## src/rtl/fetch_unit.sv

```systemverilog
// Fetch stage: owns the PC, issues fixed-latency imem reads and
// buffers returned instructions for decode behind a valid/ready FIFO.
module fetch_unit #(
  parameter int unsigned         PC_WIDTH    = 16,
  parameter int unsigned         INSTR_WIDTH = 16,
  parameter int unsigned         DEPTH       = 4,
  parameter logic [PC_WIDTH-1:0] RESET_PC    = '0
) (
  input  logic                   clk,
  input  logic                   reset,
  input  logic                   isbranchtaken,
  input  logic [PC_WIDTH-1:0]    branchpc,
  output logic                   imem_req,
  output logic [PC_WIDTH-1:0]    imem_addr,
  input  logic [INSTR_WIDTH-1:0] imem_rdata,
  output logic                   out_valid,
  output logic [INSTR_WIDTH-1:0] out_instr,
  output logic [PC_WIDTH-1:0]    out_pc,
  input  logic                   out_ready,
  output logic                   flush
);

  localparam int unsigned AW = $clog2(DEPTH);
  localparam int unsigned CW = AW + 1;

  typedef enum logic [1:0] {
    BOOT,
    RUN,
    REDIRECT
  } state_e;

  state_e                state_q, state_d;
  logic [PC_WIDTH-1:0]   pc_q, pc_d;
  logic                  inflight_q, inflight_d;
  logic [PC_WIDTH-1:0]   ipc_q, ipc_d;
  logic [CW-1:0]         count_q, count_d;
  logic [AW-1:0]         wr_q, wr_d;
  logic [AW-1:0]         rd_q, rd_d;
  logic [INSTR_WIDTH-1:0] mem_instr_q [DEPTH];
  logic [PC_WIDTH-1:0]   mem_pc_q [DEPTH];

  logic [CW-1:0] occ;
  logic          issue;
  logic          push;
  logic          pop;

  // Occupancy counts the in-flight slot so a response always has room.
  assign occ   = count_q + CW'(inflight_q);
  assign issue = (state_q == RUN) && !isbranchtaken &&
                 (occ < CW'(DEPTH));
  assign push  = inflight_q && !isbranchtaken;
  assign pop   = out_valid && out_ready && !isbranchtaken;

  assign imem_req  = issue;
  assign imem_addr = pc_q;
  assign flush     = (state_q == REDIRECT);
  assign out_valid = (count_q != '0);
  assign out_instr = out_valid ? mem_instr_q[rd_q] : '0;
  assign out_pc    = out_valid ? mem_pc_q[rd_q] : '0;

  always_comb begin
    state_d = state_q;
    unique case (state_q)
      BOOT:     state_d = RUN;
      RUN:      state_d = RUN;
      REDIRECT: state_d = RUN;
      default:  state_d = BOOT;
    endcase
    if (isbranchtaken && state_q != BOOT) begin
      state_d = REDIRECT;
    end
  end

  always_comb begin
    pc_d       = pc_q;
    inflight_d = issue;
    ipc_d      = ipc_q;
    count_d    = count_q;
    wr_d       = wr_q;
    rd_d       = rd_q;
    if (isbranchtaken && state_q != BOOT) begin
      pc_d       = branchpc;
      inflight_d = 1'b0;
      count_d    = '0;
      wr_d       = '0;
      rd_d       = '0;
    end else begin
      if (issue) begin
        pc_d  = pc_q + PC_WIDTH'(1);
        ipc_d = pc_q;
      end
      if (push) begin
        wr_d = wr_q + AW'(1);
      end
      if (pop) begin
        rd_d = rd_q + AW'(1);
      end
      count_d = count_q + CW'(push) - CW'(pop);
    end
  end

  always_ff @(posedge clk or negedge reset) begin
    if (!reset) begin
      state_q    <= BOOT;
      pc_q       <= RESET_PC;
      inflight_q <= 1'b0;
      ipc_q      <= '0;
      count_q    <= '0;
      wr_q       <= '0;
      rd_q       <= '0;
      for (int i = 0; i < int'(DEPTH); i++) begin
        mem_instr_q[i] <= '0;
        mem_pc_q[i]    <= '0;
      end
    end else begin
      state_q    <= state_d;
      pc_q       <= pc_d;
      inflight_q <= inflight_d;
      ipc_q      <= ipc_d;
      count_q    <= count_d;
      wr_q       <= wr_d;
      rd_q       <= rd_d;
      if (push && !(state_q == BOOT && isbranchtaken)) begin
        mem_instr_q[wr_q] <= imem_rdata;
        mem_pc_q[wr_q]    <= ipc_q;
      end
    end
  end

endmodule
```

## config.mk

```make
export PLATFORM = sky130hd
export DESIGN_NAME = fetch_unit
export DESIGN_NICKNAME = d
export VERILOG_FILES = /design/src/rtl/fetch_unit.sv
export SDC_FILE = /design/constraint.sdc
export NUM_CORES = 1
export LEC_CHECK = 0
export BUFFER_PORTS_ARGS = -buffer_cell sky130_fd_sc_hd__buf_2
export CORE_MARGIN = 3
export CORE_UTILIZATION = 48
export CTS_BUF_LIST = sky130_fd_sc_hd__clkbuf_8
export DETAILED_ROUTE_END_ITERATION = 8
export GPL_TIMING_DRIVEN = 0
export PLACE_DENSITY = 0.67
export SYNTH_ARGS = -nofsm -noshare
export SYNTH_HDL_FRONTEND = slang
export SYNTH_SLANG_ARGS = --single-unit
```

## constraint.sdc

```tcl
create_clock -name clk -period 3.5 [get_ports clk]
set_input_delay 0 -clock clk [delete_from_list [all_inputs] [get_ports clk]]
set_output_delay 0 -clock clk [all_outputs]
set_load 0.01 [all_outputs]
```

==> results.md, run 1 <==
* CTS clock-pin slew for the worst setup and hold paths at ~80 ps
* Post-Synth Simple-Gate Area at a little under a tenth
* Clk_lat worst skew at between 400 and 500 ps
* CP Data Arrival Time at around 3100 ps
* Number of global-route vias before repair at around 5600
* N_diodes at 0
* Synthesized Nets at 618
* Syn. warnings at 0
* Most frequent cell after synthesis: dfrtp_1
* FP Rows at 46
* Netlist Area Pre-Place at between 7000 and 8000 µm²
* H-tree depth at 4
* Post-Layout Cell Count at approximately 940
* Crit path launch type: register
* Largest net degree at the start of global routing at approximately 120
* TritonCTS clock tree: done
* R2R setup slack at 700 ps
* DR vias/cell at ~5.4
* Post-synth top cells: dfrtp_1 (170), mux2_2 (128), nand2_1 (63)
* Max transition margin at between 50% and 60%
* Outcome: finished, final reports clean
* Detailed Routing Iterations Pass 1 at 4
* Crit-path cells: or3_1 > clkbuf_1 > and3b_1 > ha_1 > inv_1 > ha_1 > inv_1 > fa_1 > xor2_1 > xnor2_1 > nor2_1
* Unrepaired setup endpoints after global routing: no
* Initial antenna violation count at 0
* Wire per inst at around 18 µm
* Post-Syn Instances at roughly 570
* Drt total wl at approximately 17 mm
* Die area at around 18000 µm²
* Fin crit share at ~80%
* LEAKAGE at around 4.5 nW
* PD cells at roughly 710 nW/µm²
* Multiplexer area fraction after synthesis at between 20% and 30%
* Maxcap violations at 0
* Final nets at around 760
* Chip Width at between 100 and 150 µm
* Avg Inst Size Synth at roughly 14 µm²
* Unique cell type count in the Yosys netlist at 47
* HPWL Detailed at between 10 and 15 mm
* Crit path max fanout at 8
* First-pass GRT wire length at roughly 29 mm
* Largest family of logic cells by synthesized area: multiplexers
* Peak supply drop at 0.000318 V
* Clock tree buffer depth at 2
* Top FF cell, synth: dfrtp_1
* DRC at 0
* Total Power at 6.64 mW
* Tot GR Track Use at roughly 20%
* Number of setup violations in the final report at 0
* Sequential element share of the synthesized area at between 50% and 60%
* Final min period at about 2800 ps
* Type of the worst setup path: register to register
* Sinks on Clock Net at 170
* Cells after DPL at between 800 and 900
* Measured slew at the worst slew-check pin at roughly 730 ps
* Ys async rst share at between 90% and 100%
* Xor and xnor area share after synthesis at less than 1%
* Final Hold Fails at 0
* Area growth syn-to-layout at 18.9%
* Worst hold path class: input port to asynchronous set/reset pin
* Fillers at between 1000 and 1500
* Number of synthesized flops with an enable pin at 0
* Chip Height at between 100 and 150 µm
* Routability congestion estimate at roughly 0.85
* Synth area leaders: dfrtp_1 (54%), mux2_2 (18%), mux4_2 (9.2%)
* Worst Path Required at about 3800 ps
* Core Area at between 15000 and 20000 µm²
* Top cell type's share of synthesized area at about 54%
* Largest stage delay on the critical path at approximately 440 ps
* Slowest-stage cell, CP: dfrtp_1
* Area share of fa/ha/maj cells after synthesis at 1.37%
* IO Pins at 87
* Synth Area in Compound Gates at slightly below 3%
* Buffers on Ports at 86
* Share of layout cells above drive strength 1 at 42.4%
* Final Skew at between 10 and 15 ps
* Via Count at between 5000 and 6000
* FF+latch area at ~4300 µm²
* Total grt overflow at 0
* Initial DRC Count at 248
* Area occupied by multi-input gates at between 3000 and 4000 µm²
* FF+latch count, synth at 170
* Cts repair resizes at 0
* Max Transition Viols Final at 0
* Post-route ant nets at 0
* CP Capture Type: register
* Total CTS buffers at 17
* Setup bufs post-CTS at 0
* Starting Density at between 40% and 50%
* Clk root buf: clkbuf_8
* Cell taking the most area after synthesis: dfrtp_1
* Post-CTS Hold Buffers at 35
* Max Freq at roughly 360 MHz
==> power by group <==
group | switching, mW | total [mW] | internal, mW | leakage (nW)
registers | 0.446 | 3.01 | 2.57 | 2.22
clock network | 0.670 | 1.40 | 0.725 | 0.213
logic | 0.996 | 2.23 | 1.23 | 2.07
total | 2.11 | 6.64 | 4.52 | 4.50
==> stage by stage <==
stage               area (µm²)  hold slack, ps  utilization, %  TNS [ps]  setup slack, ps
finish                    9330            40.3            58.5         0              701
floorplan                 7850            -296               -         0             1080
global placement          8550             209            53.6     -6730            -53.1
global route              9330            61.9            58.5         0              591
CTS                       9330            27.0            58.5         0              706
detailed placement        8590           -60.7            53.9         0              753
==> worst max-delay path: cells and delay by family, from the launching register on <==
kind	cells	cell delay, ps
and+or+nand+nor	3	750
xor gates and xnor gates	2	320
buffers and inverters	3	390
DFF	1	440
adders and majority gates	3	780
==> per-layer routing <==
metal / global-route usage [%] / vias to the layer above / wire length (µm)
li1: - / 2345 / -
met1: 27.0 / 2636 / 7670
met2: 34.1 / 123 / 8690
met3: 3.75 / 14 / 663
met4: 6.17 / 0 / 176
met5: 0 / - / 0
==> layout make-up <==
class	count	area share, %
repair buffers	122	8.77
well taps	216	2.90
plain buffers	37	1.88
clock inverters	11	1.41
multi-input cells	357	36.3
clock buffers	19	2.80
flip-flops and latches	170	45.6
inverters	10	0.402
==> registers in the layout, summed over array words and instances (netlist names) <==
signal       cells
wr_q             2
mem_pc_q        64
rd_q             2
state_q          2
inflight_q       1
mem_instr_q     64
imem_addr       16
ipc_q           16
count_q          3
==> cell families after synthesis <==
family / count (synthesis)
buf+inv: 47
xor+xnor: 4
compound gates: 31
mux: 169
flops: 170
fa+ha+maj: 8
simple gates: 145
==> worst paths after layout <==
check,start,endpoint,cells after the start
setup / recovery,count_q[1]$_DFF_PN0_,count_q[2]$_DFF_PN0_,11
setup reg to reg,count_q[1]$_DFF_PN0_,count_q[2]$_DFF_PN0_,11
hold reg to reg,mem_instr_q[20]$_DFFE_PN0P_,mem_instr_q[20]$_DFFE_PN0P_,1
min in group clk,branchpc[0],imem_addr[0]$_DFFE_PN0P_,4
max in group asynchronous,reset,mem_instr_q[10]$_DFFE_PN0P_,3
hold / removal,reset,mem_instr_q[8]$_DFFE_PN0P_,2
==> placed cells by master, fill, tap and decap left out, drive strengths merged, types with 2 or more instances in the layout <==
cell	count
dfrtp	170
mux2	128
buf	111
nand2	63
dlygate4sd3	35
and2	33
mux4	32
clkbuf	32
inv	15
nor2	11
nand3	10
mux2i	9
ha	7
o21ai	6
a31oi	6
and3	5
o31ai	4
nand4	4
o221a	4
and4	3
or4	3
bufinv	3
a21oi	2
nor2b	2
or3	2
xor2	2
xnor2	2
nor3	2
a31o	2
clkinv	2
(Power assumes the default switching activity.)
==> inputs of run 2 (changes only) <==
==> constraint.sdc (replaced) <==
create_clock -name clk -period 2.85 [get_ports clk]
set_input_delay 0 -clock clk [delete_from_list [all_inputs] [get_ports clk]]
set_output_delay 0 -clock clk [all_outputs]
set_load 0.01 [all_outputs]
==> results.md, run 2 (synthesis gave the netlist of run 1 again) <==
* Sinks on Clock Net at 170
* HPWL Detailed at roughly 12 mm
* Final Skew at roughly 13 ps
* Max Freq at between 300 and 400 MHz
* Post-place setup slack at about 100 ps
* Peak supply drop at between 0.0003 and 0.0004 V
* Flop pwr share at a little under half
* Post-route ant nets at 0
* Fin crit share at 95.8%
* Max transition margin at approximately 51%
* NetSw at approximately 2.6 mW
* Total CTS buffers at 17
* Max Transition Viols Final at 0
* Fillers at ~1300
* Final min period at between 2000 and 3000 ps
* Crit path launch type: register
* LEAKAGE at 4.49 nW
* Maxcap violations at 0
* DR vias/cell at ~5.4
* Chip Width at between 100 and 150 µm
* CP Capture Type: register
* Worst hold path class: input port to asynchronous set/reset pin
* First-pass GRT wire length at 28.6 mm
* Final nets at 758
* Number of setup violations in the final report at 0
* Largest net degree at the start of global routing at 118
* Crit-path cells: or3_1 > and3b_1 > ha_1 > inv_1 > ha_1 > inv_1 > fa_1 > xor2_1 > xnor2_1 > nor2_1
* Chip Height at between 100 and 150 µm
* Family with the most delay on the worst path: simple AND/OR/NAND/NOR gates
* Outcome: finished, final reports clean
* Clk_lat worst skew at between 400 and 500 ps
* Clock share of power at 21.1%
* Int Power at 5.55 mW
* Cts repair resizes at 0
* Wire per inst at 18.3 µm
* CP Data Arrival Time at 3050 ps
* WP buf/inv at 2
* Initial antenna violation count at 0
* TritonCTS clock tree: done
* Routability congestion estimate at between 0.8 and 0.9
* Most frequent cells in the layout: dfrtp_1 (170), mux2_2 (128), buf_2 (107)
* Sw Share at about a third
* Unrepaired setup endpoints after global routing: no
* Clock tree buffer depth at 2
* Final Hold Fails at 0
* FP Rows at 46
* Drt total wl at 17.2 mm
* N_diodes at 0
* H-tree depth at 4
* Via Count at 5112
* Worst Path Required at between 3000 and 4000 ps
* PD cells at approximately 870 nW/µm²
* DRC at 0
* Crit path max fanout at 8
* Slowest-stage cell, CP: or3_1
* Type of the worst setup path: register to register
* Most common cell after layout, fill and taps aside: dfrtp_1
* Core Area at between 15000 and 20000 µm²
* Largest stage delay on the critical path at around 600 ps
* CTS clock-pin slew for the worst setup and hold paths at around 90 ps
* Clk root buf: clkbuf_8
* Total Power at between 8 and 9 mW
* Area growth syn-to-layout at 18.8%
* IO Pins at 87
* Die area at 17900 µm²
* Starting Density at roughly half
* Share of layout cells above drive strength 1 at a little over two fifths
* Total grt overflow at 0
* Regs by FF count: mem_instr_q (64), mem_pc_q (64)
* Detailed Routing Iterations Pass 1 at 5
* Tot GR Track Use at 20.3%
* Combinational fraction of design power at about 34%
* Initial DRC Count at about 240
* Post-Route Setup TNS at 0 ps
* Setup WS post-layout at around 120 ps
* Buffers on Ports at 86
* Measured slew at the worst slew-check pin at about 730 ps
* Number of global-route vias before repair at approximately 5600
[run 2: cell types whose count changed in the layout (fill, tap and decap cells not counted)]
cell,delta
clkbuf_1,-1
[run 2: area by class of cell]
class	instances	area, µm²	share of cell area [%]
plain buffers	36	171	1.84
clock buffers	19	262	2.80
clock inverters	11	131	1.41
inverters	10	37.5	0.402
multi-input cells	357	3380	36.3
flip-flops and latches	170	4250	45.6
well taps	216	270	2.90
repair buffers	122	818	8.77
[run 2: worst register-to-register path, stage by stage (launching register included)]
cell     delay, ps
dfrtp_1        440
or3_1          600
and3b_1        310
ha_1           280
inv_1           60
ha_1           130
inv_1           50
fa_1           370
xor2_1         180
xnor2_1        140
nor2_1          60
[run 2: timing repair]
item                                   in CTS  in global routing
endpoints found under the hold margin     252                  0
hold buffers                               35                  0
setup endpoints to repair                   0                  1
setup buffers                               0                  0
[run 2: through the flow]
step                      util (%)  cell area [µm²]  instances  hold slack [ps]
after floorplan                  -             7850        574             -296
after global placement        53.6             8550        876              209
after detailed placement      53.9             8590        877            -60.7
after CTS                     58.5             9330        942             27.0
after global routing          58.5             9330        941             61.9
final                         58.5             9330        941             36.3
[run 2: path summary, 6_finish.rpt]
check,start,endpoint,slack [ps],cells past startpoint
worst min-delay path,reset,mem_instr_q[8]$_DFFE_PN0P_,40,2
worst max-delay path,count_q[1]$_DFF_PN0_,count_q[2]$_DFF_PN0_,120,10
max in group asynchronous,reset,mem_instr_q[10]$_DFFE_PN0P_,1910,3
min in group clk,branchpc[0],imem_addr[0]$_DFFE_PN0P_,290,4
worst min register to register,mem_pc_q[61]$_DFFE_PN0P_,mem_pc_q[61]$_DFFE_PN0P_,510,1
worst max register to register,count_q[1]$_DFF_PN0_,count_q[2]$_DFF_PN0_,120,10
[run 2: power by group through the flow]
stage	clock (mW)	sequential (mW)	combinational, mW
5_1_grt	1.86	3.81	3.00
4_1_cts	1.76	3.70	2.78
2_1_floorplan	0	3.57	1.93
3_3_place_gp	0	3.67	2.65
6_report	1.72	3.70	2.73
3_5_place_dp	0	3.75	2.73
[run 2: routing by layer]
| metal | share of wire [%] | vias up | GRT usage (%) |
|---|---|---|---|
| met4 | 1.3 | 0 | 6.17 |
| met5 | 0 | - | 0 |
| met3 | 4.2 | 17 | 3.75 |
| met2 | 50 | 128 | 34.1 |
| met1 | 44 | 2625 | 27.0 |
| li1 | - | 2342 | - |
